===== src/rtl/mem_traffic_gen.sv =====
// Programmable write-then-read traffic generator for memory_controller.
// Replays the write address sequence as reads and checks returned data against an address pattern.
module mem_traffic_gen #(
    parameter int unsigned ADDR_W    = 16,
    parameter int unsigned DATA_W    = 16,
    parameter int unsigned MAX_OUTST = 4,
    parameter int unsigned TIMEOUT   = 256,
    parameter logic [15:0] LFSR_SEED = 16'hACE1
) (
    input  logic              clk,
    input  logic              rst_n,
    input  logic              start,
    input  logic [1:0]        mode,
    input  logic [ADDR_W-1:0] base_addr,
    input  logic [ADDR_W-1:0] stride,
    input  logic [15:0]       num_req,
    output logic [ADDR_W-1:0] wr_address,
    output logic              wr_en,
    output logic [DATA_W-1:0] wr_data,
    input  logic [ADDR_W-1:0] wr_ret_address,
    input  logic              wr_ret_ack,
    output logic [ADDR_W-1:0] rd_address,
    output logic              rd_en,
    input  logic [DATA_W-1:0] rd_ret_data,
    input  logic [ADDR_W-1:0] rd_ret_address,
    input  logic              rd_ret_ack,
    output logic              busy,
    output logic              done,
    output logic              timeout,
    output logic [15:0]       err_count,
    output logic [ADDR_W-1:0] last_err_addr
);

    typedef enum logic [2:0] {S_IDLE, S_WR, S_WDRAIN, S_RD, S_RDRAIN, S_DONE} state_t;

    localparam int unsigned WD_W = $clog2(TIMEOUT + 1);
    localparam logic [15:0] SEED = 16'(LFSR_SEED[ADDR_W-1:0]) | 16'h0001;

    function automatic logic [DATA_W-1:0] pattern(input logic [ADDR_W-1:0] a);
        logic [ADDR_W+DATA_W-1:0] ext;
        logic [DATA_W-1:0]        mask;
        ext = {{DATA_W{1'b0}}, a};
        for (int unsigned i = 0; i < DATA_W; i++) mask[i] = i[0];
        return ext[DATA_W-1:0] ^ mask;
    endfunction

    state_t            state_q, state_d;
    logic [1:0]        mode_q;
    logic [ADDR_W-1:0] base_q, stride_q, ofs_q, cur_addr;
    logic [15:0]       num_q, issued_q, lfsr_q, lfsr_next;
    logic [3:0]        outst_q;
    logic [WD_W-1:0]   wdog_q;
    logic              accept, issue, enter_rd, set_timeout, can_issue;
    logic              phase_wr, phase_rd, drain, wd_expire, dec;
    logic              wr_spur, rd_spur, rd_bad;
    logic [1:0]        err_inc;
    logic [16:0]       err_sum;
    logic              unused_ret;

    assign unused_ret = ^wr_ret_address;

    assign phase_wr  = (state_q == S_WR) || (state_q == S_WDRAIN);
    assign phase_rd  = (state_q == S_RD) || (state_q == S_RDRAIN);
    assign drain     = (state_q == S_WDRAIN) || (state_q == S_RDRAIN);
    assign busy      = phase_wr || phase_rd;
    assign done      = (state_q == S_DONE);
    assign can_issue = (issued_q < num_q) && (outst_q < 4'(MAX_OUTST));
    assign wd_expire = drain && !wr_ret_ack && !rd_ret_ack && (wdog_q == WD_W'(TIMEOUT - 1));

    assign cur_addr  = base_q + ((mode_q == 2'd2) ? lfsr_q[ADDR_W-1:0] : ofs_q);
    assign lfsr_next = {1'b0, lfsr_q[15:1]} ^ (lfsr_q[0] ? 16'hB400 : 16'h0000);

    // Acks only matter during a run; anything arriving in IDLE/DONE is stale.
    assign wr_spur = wr_ret_ack && (phase_rd || (phase_wr && outst_q == '0));
    assign rd_spur = rd_ret_ack && (phase_wr || (phase_rd && outst_q == '0));
    assign rd_bad  = rd_ret_ack && phase_rd && (rd_ret_data != pattern(rd_ret_address));
    assign dec     = (outst_q != '0) && ((phase_wr && wr_ret_ack) || (phase_rd && rd_ret_ack));
    assign err_inc = 2'(wr_spur) + 2'(rd_spur) + 2'(rd_bad);
    assign err_sum = {1'b0, err_count} + 17'(err_inc);

    always_comb begin
        state_d     = state_q;
        accept      = 1'b0;
        issue       = 1'b0;
        enter_rd    = 1'b0;
        set_timeout = 1'b0;
        case (state_q)
            S_IDLE, S_DONE: if (start) begin
                accept  = 1'b1;
                state_d = (num_req == 16'd0) ? S_DONE : S_WR;
            end
            S_WR: begin
                issue = can_issue;
                if (issued_q == num_q) state_d = S_WDRAIN;
            end
            S_WDRAIN: if (outst_q == '0) begin
                state_d  = S_RD;
                enter_rd = 1'b1;
            end else if (wd_expire) begin
                state_d     = S_DONE;
                set_timeout = 1'b1;
            end
            S_RD: begin
                issue = can_issue;
                if (issued_q == num_q) state_d = S_RDRAIN;
            end
            S_RDRAIN: if (outst_q == '0) begin
                state_d = S_DONE;
            end else if (wd_expire) begin
                state_d     = S_DONE;
                set_timeout = 1'b1;
            end
            default: state_d = S_IDLE;
        endcase
    end

    always_ff @(posedge clk or negedge rst_n) begin
        if (!rst_n) state_q <= S_IDLE;
        else        state_q <= state_d;
    end

    always_ff @(posedge clk or negedge rst_n) begin
        if (!rst_n) begin
            mode_q        <= '0;
            base_q        <= '0;
            stride_q      <= '0;
            num_q         <= '0;
            issued_q      <= '0;
            outst_q       <= '0;
            wdog_q        <= '0;
            ofs_q         <= '0;
            lfsr_q        <= SEED;
            wr_en         <= 1'b0;
            rd_en         <= 1'b0;
            wr_address    <= '0;
            wr_data       <= '0;
            rd_address    <= '0;
            timeout       <= 1'b0;
            err_count     <= '0;
            last_err_addr <= '0;
        end else begin
            wr_en  <= 1'b0;
            rd_en  <= 1'b0;
            wdog_q <= (drain && !wr_ret_ack && !rd_ret_ack) ? wdog_q + 1'b1 : '0;
            if (accept) begin
                mode_q        <= (mode == 2'd3) ? 2'd0 : mode;
                base_q        <= base_addr;
                stride_q      <= stride;
                num_q         <= num_req;
                issued_q      <= '0;
                outst_q       <= '0;
                ofs_q         <= '0;
                lfsr_q        <= SEED;
                timeout       <= 1'b0;
                err_count     <= '0;
                last_err_addr <= '0;
            end else begin
                // Generator restarts on RD entry so reads replay the write sequence.
                if (enter_rd) begin
                    issued_q <= '0;
                    ofs_q    <= '0;
                    lfsr_q   <= SEED;
                end else if (issue) begin
                    issued_q <= issued_q + 16'd1;
                    ofs_q    <= ofs_q + ((mode_q == 2'd1) ? stride_q : ADDR_W'(1));
                    lfsr_q   <= lfsr_next;
                end
                if (issue && phase_wr) begin
                    wr_en      <= 1'b1;
                    wr_address <= cur_addr;
                    wr_data    <= pattern(cur_addr);
                end
                if (issue && phase_rd) begin
                    rd_en      <= 1'b1;
                    rd_address <= cur_addr;
                end
                if (busy) begin
                    if (issue && !dec)      outst_q <= outst_q + 4'd1;
                    else if (!issue && dec) outst_q <= outst_q - 4'd1;
                end
                if (err_inc != 2'd0)
                    err_count <= err_sum[16] ? 16'hFFFF : err_sum[15:0];
                if (rd_bad) last_err_addr <= rd_ret_address;
                if (set_timeout) timeout <= 1'b1;
            end
        end
    end

endmodule


===== config.mk =====
export PLATFORM = sky130hd
export DESIGN_NAME = mem_traffic_gen
export DESIGN_NICKNAME = d
export VERILOG_FILES = /design/src/rtl/mem_traffic_gen.sv
export SDC_FILE = /design/constraint.sdc
export NUM_CORES = 1
export LEC_CHECK = 0
export CORE_MARGIN = 8
export CORE_UTILIZATION = 47
export DETAILED_ROUTE_END_ITERATION = 12
export GPL_TIMING_DRIVEN = 0
export PLACE_DENSITY = 0.83
export SLEW_MARGIN = 40
export SYNTH_ARGS = -nofsm -noshare
export SYNTH_HDL_FRONTEND = slang
export SYNTH_SLANG_ARGS = --single-unit

===== constraint.sdc =====
create_clock -name clk -period 7.1 [get_ports clk]
set_clock_uncertainty 0.1 [all_clocks]
set_input_delay 1.065 -clock clk [delete_from_list [all_inputs] [get_ports clk]]
set_output_delay 1.065 -clock clk [all_outputs]
set_load 0.05 [all_outputs]

### Word-level counts from Yosys, hierarchy flattened

Index checks and enable logic that the tools add are counted.

* add/subtract/negate cells: 9
* bitwise gates (word level): 4
* multiplexer cells: 45
* reductions and logical operators: 45
* $lt $le $gt $ge: 2
* equality and inequality tests: 14

Operators with widths (number)
* 16-bit two-way mux: 17
* 16-bit adder: 2
* 3-bit two-way mux: 7
* 16-bit by 2-bit adder with 17-bit output: 1
* 16-bit by 1-bit adder with 16-bit output, second input constant: 1
* 16-bit equality test: 1
* 1-bit logical AND: 16
* 16-bit zero test: 1
* 16-bit < comparator: 1
* 4-bit two-way mux: 4
* 16-bit inequality test: 1
* 8-bit NOT: 2
* 15-bit by 16-bit XOR with 16-bit output: 1
* 3-bit one-hot mux with 5 select lines: 1
* 1-bit two-way mux: 14
* 2-bit nonzero test: 5
* 9-bit by 1-bit adder with 9-bit output, second input constant: 1
* 9-bit by 8-bit equality test with 1-bit output, second input constant: 1
* 9-bit two-way mux: 1
* 1-bit logical OR: 7
* 3-bit by 2-bit equality test with 1-bit output, second input constant: 2
* 3-bit equality test, second input constant: 2
* 2-bit AND reduction: 3
* 3-bit nonzero test: 2
* 18 further kinds: 25

* register bits: 197
* word-level logic and storage cells: 137
* input port bits: 103
* output and inout port bits: 85

### Longest topological paths before layout

* word-level depth: 11
* depth in mapped cells: 15
* depth with buffers taken out: 13

### Worst setup path after synthesis

No wires, ideal clock.

* path kind: input-to-reg
* from: in rd_ret_data[4]
* to: reg err_count[3]
* path buffers: 3
* library setup time: 0.123 ns
* data arrival time: 3.921 ns
* stages: 13
* setup slack: 2.956 ns
* required time: 6.877 ns
* path through: xor2_1 -> nor4_1 -> nand4_1 -> and3_1 -> clkbuf_1 -> clkbuf_1 -> fa_1 -> ha_1 -> fa_1 -> nand4_1 -> clkbuf_1 -> a21oi_1 -> o221a_2

* word-level cells in the longest chain between the ends: 7
* elaborated cells on any way between the ends: 9
* those cells by class: 2 x add/sub; 1 x eq/ne; 3 x mux; 3 x reduce/logical

Ends and longest elaborated chain
* start, declared: RTL line 24 `input logic [DATA_W-1:0] rd_ret_data,`
* 16-bit inequality test (*): RTL line 76 `assign rd_bad = rd_ret_ack && phase_rd && (rd_ret_data != pattern(rd_ret_address));`
* 1-bit logical AND (*): RTL line 76
* 2-bit by 1-bit adder with 2-bit output (*): RTL line 78 `assign err_inc = 2'(wr_spur) + 2'(rd_spur) + 2'(rd_bad);`
* 16-bit by 2-bit adder with 17-bit output: RTL line 79 `assign err_sum = {1'b0, err_count} + 17'(err_inc);`
* 16-bit two-way mux: RTL line 182 `err_count <= err_sum[16] ? 16'hFFFF : err_sum[15:0];`
* 16-bit two-way mux: RTL line 181 `if (err_inc != 2'd0)`
* 16-bit two-way mux: RTL line 145 `if (accept) begin`
* end signal, assigned: RTL line 182
* end, declared: RTL line 30 `output logic [15:0] err_count,`

Mark *: on every way between the ends. The rest lies on a longest branch, timed or not. The select of a mux whose other input is x is not followed.
A chain may end at the register's enable or synchronous reset.

### Final worst setup path

* from: in rd_ret_address[10]
* to: reg err_count[3]

* word-level cells in the longest chain between the ends: 7
* elaborated cells on any way between the ends: 9
* those cells by class: 2 x add/sub; 1 x eq/ne; 3 x mux; 3 x reduce/logical

Ends and longest elaborated chain
* start, declared: RTL line 25 `input logic [ADDR_W-1:0] rd_ret_address,`
* 16-bit inequality test (*): RTL line 76
* 1-bit logical AND (*): RTL line 76
* 2-bit by 1-bit adder with 2-bit output (*): RTL line 78
* 16-bit by 2-bit adder with 17-bit output: RTL line 79
* 16-bit two-way mux: RTL line 182
* 16-bit two-way mux: RTL line 181
* 16-bit two-way mux: RTL line 145

Marks and branches as above.

==> run summary <==
Setup repair after global routing left no endpoint under its margin. The root cell of the clock tree is clkbuf_16. The post-synthesis mux area share is 3.340%. Ranked by total cell area, the synthesized netlist is headed by dfrtp_1 44%, nand2_1 8.1%, ha_1 6.4%, o21ai_0 4.8%, xnor2_1 3.6%. The floorplan step defined a die boundary enclosing 0.02700 mm².

The post-CTS repair timing setup buffer count came out at 0. The total via count in the routed design is 8908. Measured in cells, the most critical reg-to-reg path has a length of 13. The number of nets produced by synthesis is 1298.

The max-slew violation count came out at 0. The critical path goes through clkdlybuf4s50_1 -> xor2_1 -> nor4_1 -> nand4_1 -> and3_1 -> clkbuf_1 -> clkbuf_1 -> fa_1 -> ha_1 -> fa_1 -> nand4_1 -> clkbuf_1 -> a21oi_1 -> o221a_2. The wire length of the first global-routing pass came out at 44000 µm. The clock period could shrink to a little under 5 ns. Global routing finished with a remaining overflow of 0. The leakage dissipation is 5.947 nW. The cell type of the slowest stage on the worst timing path is fa_1. The number of primary I/O pins is 188. From synthesis to final layout, the design area changed by 26.09%. The synthesized design contains 0 enable-type register cells. The number of placement rows came out at 54. The count of fill cells added during filler insertion came out at 1797.

In this run the horizontal extent of the chip is 164.3 µm. The fraction of the yosys area taken by sequential cells came out at 45.84%. The path class of the tightest hold or removal check is reg -> reg. The post-route worst hold slack is 0.3650 ns. The clock network fraction of design power is 21.5%.

The overall power consumption came out at 0.004341 W. The sum of net half-perimeters after detailed placement is 20560 µm. The ratio of cells with drive above 1 in the final layout is 7.824%. After detailed routing, the total wire length is 27170 µm. In the routed design, unresolved DRC markers number 0.

Leaving out fill and tap cells, the most frequent cell in the layout is nand2_1. The wire length per cell after detailed routing is 16.74 µm. The netlist area before placement is 0.01034 mm².

The clock passes through at most 2 buffers. The detail route stage leaves a number of antenna-violating nets equal to 0. Among the stages of the critical path, the cell type that occurs most often is clkbuf_1.

Dividing the final minimum period by the clock period gives 68.78%. The final weighted congestion in routability-driven placement came out at 0.8863. The compound-cell area share of the yosys netlist came out at 13.75%. The flow ran to the end, and the final reports show no timing, DRC or antenna violations. The area fraction of the dominant cell type after synthesis came out at 43.80%. The family with the most delay on the worst path is buffers and inverters. The tool flagged a number of max-cap violations equal to 0.

The most critical setup path has its endpoint at err_count[3]. TritonCTS built the clock tree. STA classifies the critical path startpoint as an input pin. The worst-case IR drop observed on VDD is 187.9 µV. The buffer and inverter count on the worst path came out at 4. The routed via count divided by cell count came out at roughly 5.5. In this run, the number of DRC markers left after iteration 0 of detailed routing was 545. The maximum frequency from static timing analysis is 204.8 MHz. In this run the critical register-to-register path is launched from state_q[1].

The arrival time reported for the critical path endpoint came out at slightly above 5 ns. The largest family of logic cells by synthesized area is simple AND/OR/NAND/NOR gates. The power density over the cells is 333.0 mW/mm². The endpoint class of the critical path is a register. The number of H-tree levels came out at 4. dfrtp_1 takes more of the synthesized area than any other cell.

The critical setup path kind is in -> reg. The quantity of gates resized following cts is 0. The pin count of the biggest net entering global routing is 69. The global router's overall resource usage is 20.25%. The relative slew slack came out at 51.01%. The number of hold buffers added after cts is 0. Per report_power, the sequential group accounts for 35.5% of the total.

The starting utilization of the core area is 47.68%. The adder-cell share of the synthesized area is 7.381%. The hold path startpoint is stride_q[6]. In this run the critical register-to-register path is captured at err_count[3]. The analysis attributes to net switching a power of around 0.0018 W. The clock latency on the worst-skew pair came out at 0.43 ns.

The number of antenna violations at the first check in global routing came out at 1. The chip height came out at 164.3 µm. The count of distinct cell types in the synthesized netlist is 63. The actual transition at the worst max-transition pin is 0.7348 ns. The library cells used most frequently in the layout, excluding fill and tap cells, are 224 x nand2_1, 181 x dfrtp_1, 170 x clkdlybuf4s50_1. Setup slack on the worst reg-to-reg path comes out at 2.66 ns. Buffers placed on the I/O ports in this run total 171. In the synthesized netlist, the number of instances is 1137. Of all flip-flops after synthesis, the portion carrying an async set or reset was between 90% and 100%. The post-synthesis share of cell area spent on and, or, nand and nor gates came out at between 10% and 20%.

Net switching is about two fifths of the power. The critical path starts at rd_ret_address[10]. The total clock sinks came out at 189.

The share of total power in combinational logic is between 40% and 50%. The layout net count came out at 1490. The clock transition at the register clock pins on the worst setup and hold paths after CTS came out at 0.08 ns. The delay of the slowest cell on the worst path is between 0.5 and 0.6 ns. The number of detailed-route iterations in the first pass is 5. The number of global-route vias before repair is 9017.

The count of yosys warnings during synthesis came out at 0. The number of clock buffers added by TritonCTS is 17. The worst path required time is roughly 7.3 ns. The area inside the core boundary is 0.02169 mm².

The synthesized design contains approximately 190 register bits. The final number of setup-violating endpoints came out at 0. Among all flip-flop cells after synthesis, the most frequent one is dfrtp_1.

The core utilization of the finished layout is 60.11%. The final hold violation count is 0. After Yosys synthesis, XOR and XNOR cells account for 5.845% of the synthesized area. The average instance area after synthesis is 9.094 µm². Counting buffers and inverters, the worst setup path is 14 cells deep.

The internal portion of the total power is between 0.002 and 0.003 W. The peak fanout along the critical path is 10.
[registers in the layout (all words and copies together) (netlist names)]
register       cells
outst_q            4
timeout            1
err_count         16
wdog_q             9
state_q            3
wr_en              1
wr_data            8
stride_q          16
lfsr_q            16
last_err_addr     16
wr_address        16
ofs_q             16
base_q            16
mode_q             2
rd_address        16
rd_en              1
num_q             16
issued_q          16
[synth_stat cells (all sizes together), types with 27 or more instances]
master	n
nand2	224
dfrtp	181
o21ai	101
nor2	65
a21oi	57
ha	53
inv	48
nand3	44
xnor2	42
clkbuf	31
buf	29
mux2	28
xor2	27
[final cells by class]
cell class	instances	area, µm²	area share [%]
plain buffers	60	291.5	2.236
flip-flops and latches	189	4740	36.35
well taps	280	350.3	2.687
clock buffers	17	425.4	3.263
inverters	49	188.9	1.449
diodes	1	2.502	0.01919
repair buffers	173	1772	13.59
clock inverters	15	147.6	1.132
multi-input cells	839	5120	39.27
[tightest hold or removal path: stages, from the launching register on]
cell and delay [ns]:
dfrtp_1 0.34, nand2_1 0.05, nand2_1 0.05
[logic make-up (layout without fill, tap and decap cells)]
group / count (synthesis) / in the layout
fa+ha+maj: 58 / 58
xor+xnor: 69 / 69
simple gates: 442 / 442
flops: 189 / 189
mux: 31 / 31
buf+inv: 109 / 314
compound gates: 239 / 239
other cells: 0 / 1
[per-stage QoR]
| step | setup TNS, ns | setup slack [ns] | instances | cell area, µm² |
|---|---|---|---|---|
| floorplan | 0 | 2.956 | 1137 | 10340 |
| global placement | -514.00 | -2.837 | 1588 | 12400 |
| finish | 0 | 2.216 | 1623 | 13040 |
| global route | 0 | 1.963 | 1623 | 13040 |
| detailed placement | 0 | 1.838 | 1590 | 12460 |
| CTS | 0 | 2.269 | 1622 | 13040 |
[worst min path at each step]
stage / to / depth (start not counted)
after floorplan: stride_q[0] / 2
after global placement: stride_q[15] / 2
after detailed placement: stride_q[6] / 2
after CTS: stride_q[6] / 2
after global routing: wr_data[1] / 2
final: stride_q[6] / 2
[per-layer routing]
layer  up-vias  share of wire [%]  track usage [%]
met1      4225                 42            24.72
met5         -                  0                0
met3        51                9.0            6.366
met2       359                 47            33.16
li1       4273                  -                -
met4         0                2.3            7.314
[power by group through the flow]
| stage | Sequential, W | Clock, W | Combinational [W] |
|---|---|---|---|
| after floorplan | 0.00179 | 0 | 0.00102 |
| after global placement | 0.00154 | 0 | 0.00180 |
| after detailed placement | 0.00155 | 0 | 0.00186 |
| after CTS | 0.00153 | 0.000947 | 0.00187 |
| after global routing | 0.00157 | 0.000993 | 0.00203 |
| final | 0.00154 | 0.000932 | 0.00187 |
Note: power is estimated with default switching activity, not from simulation.
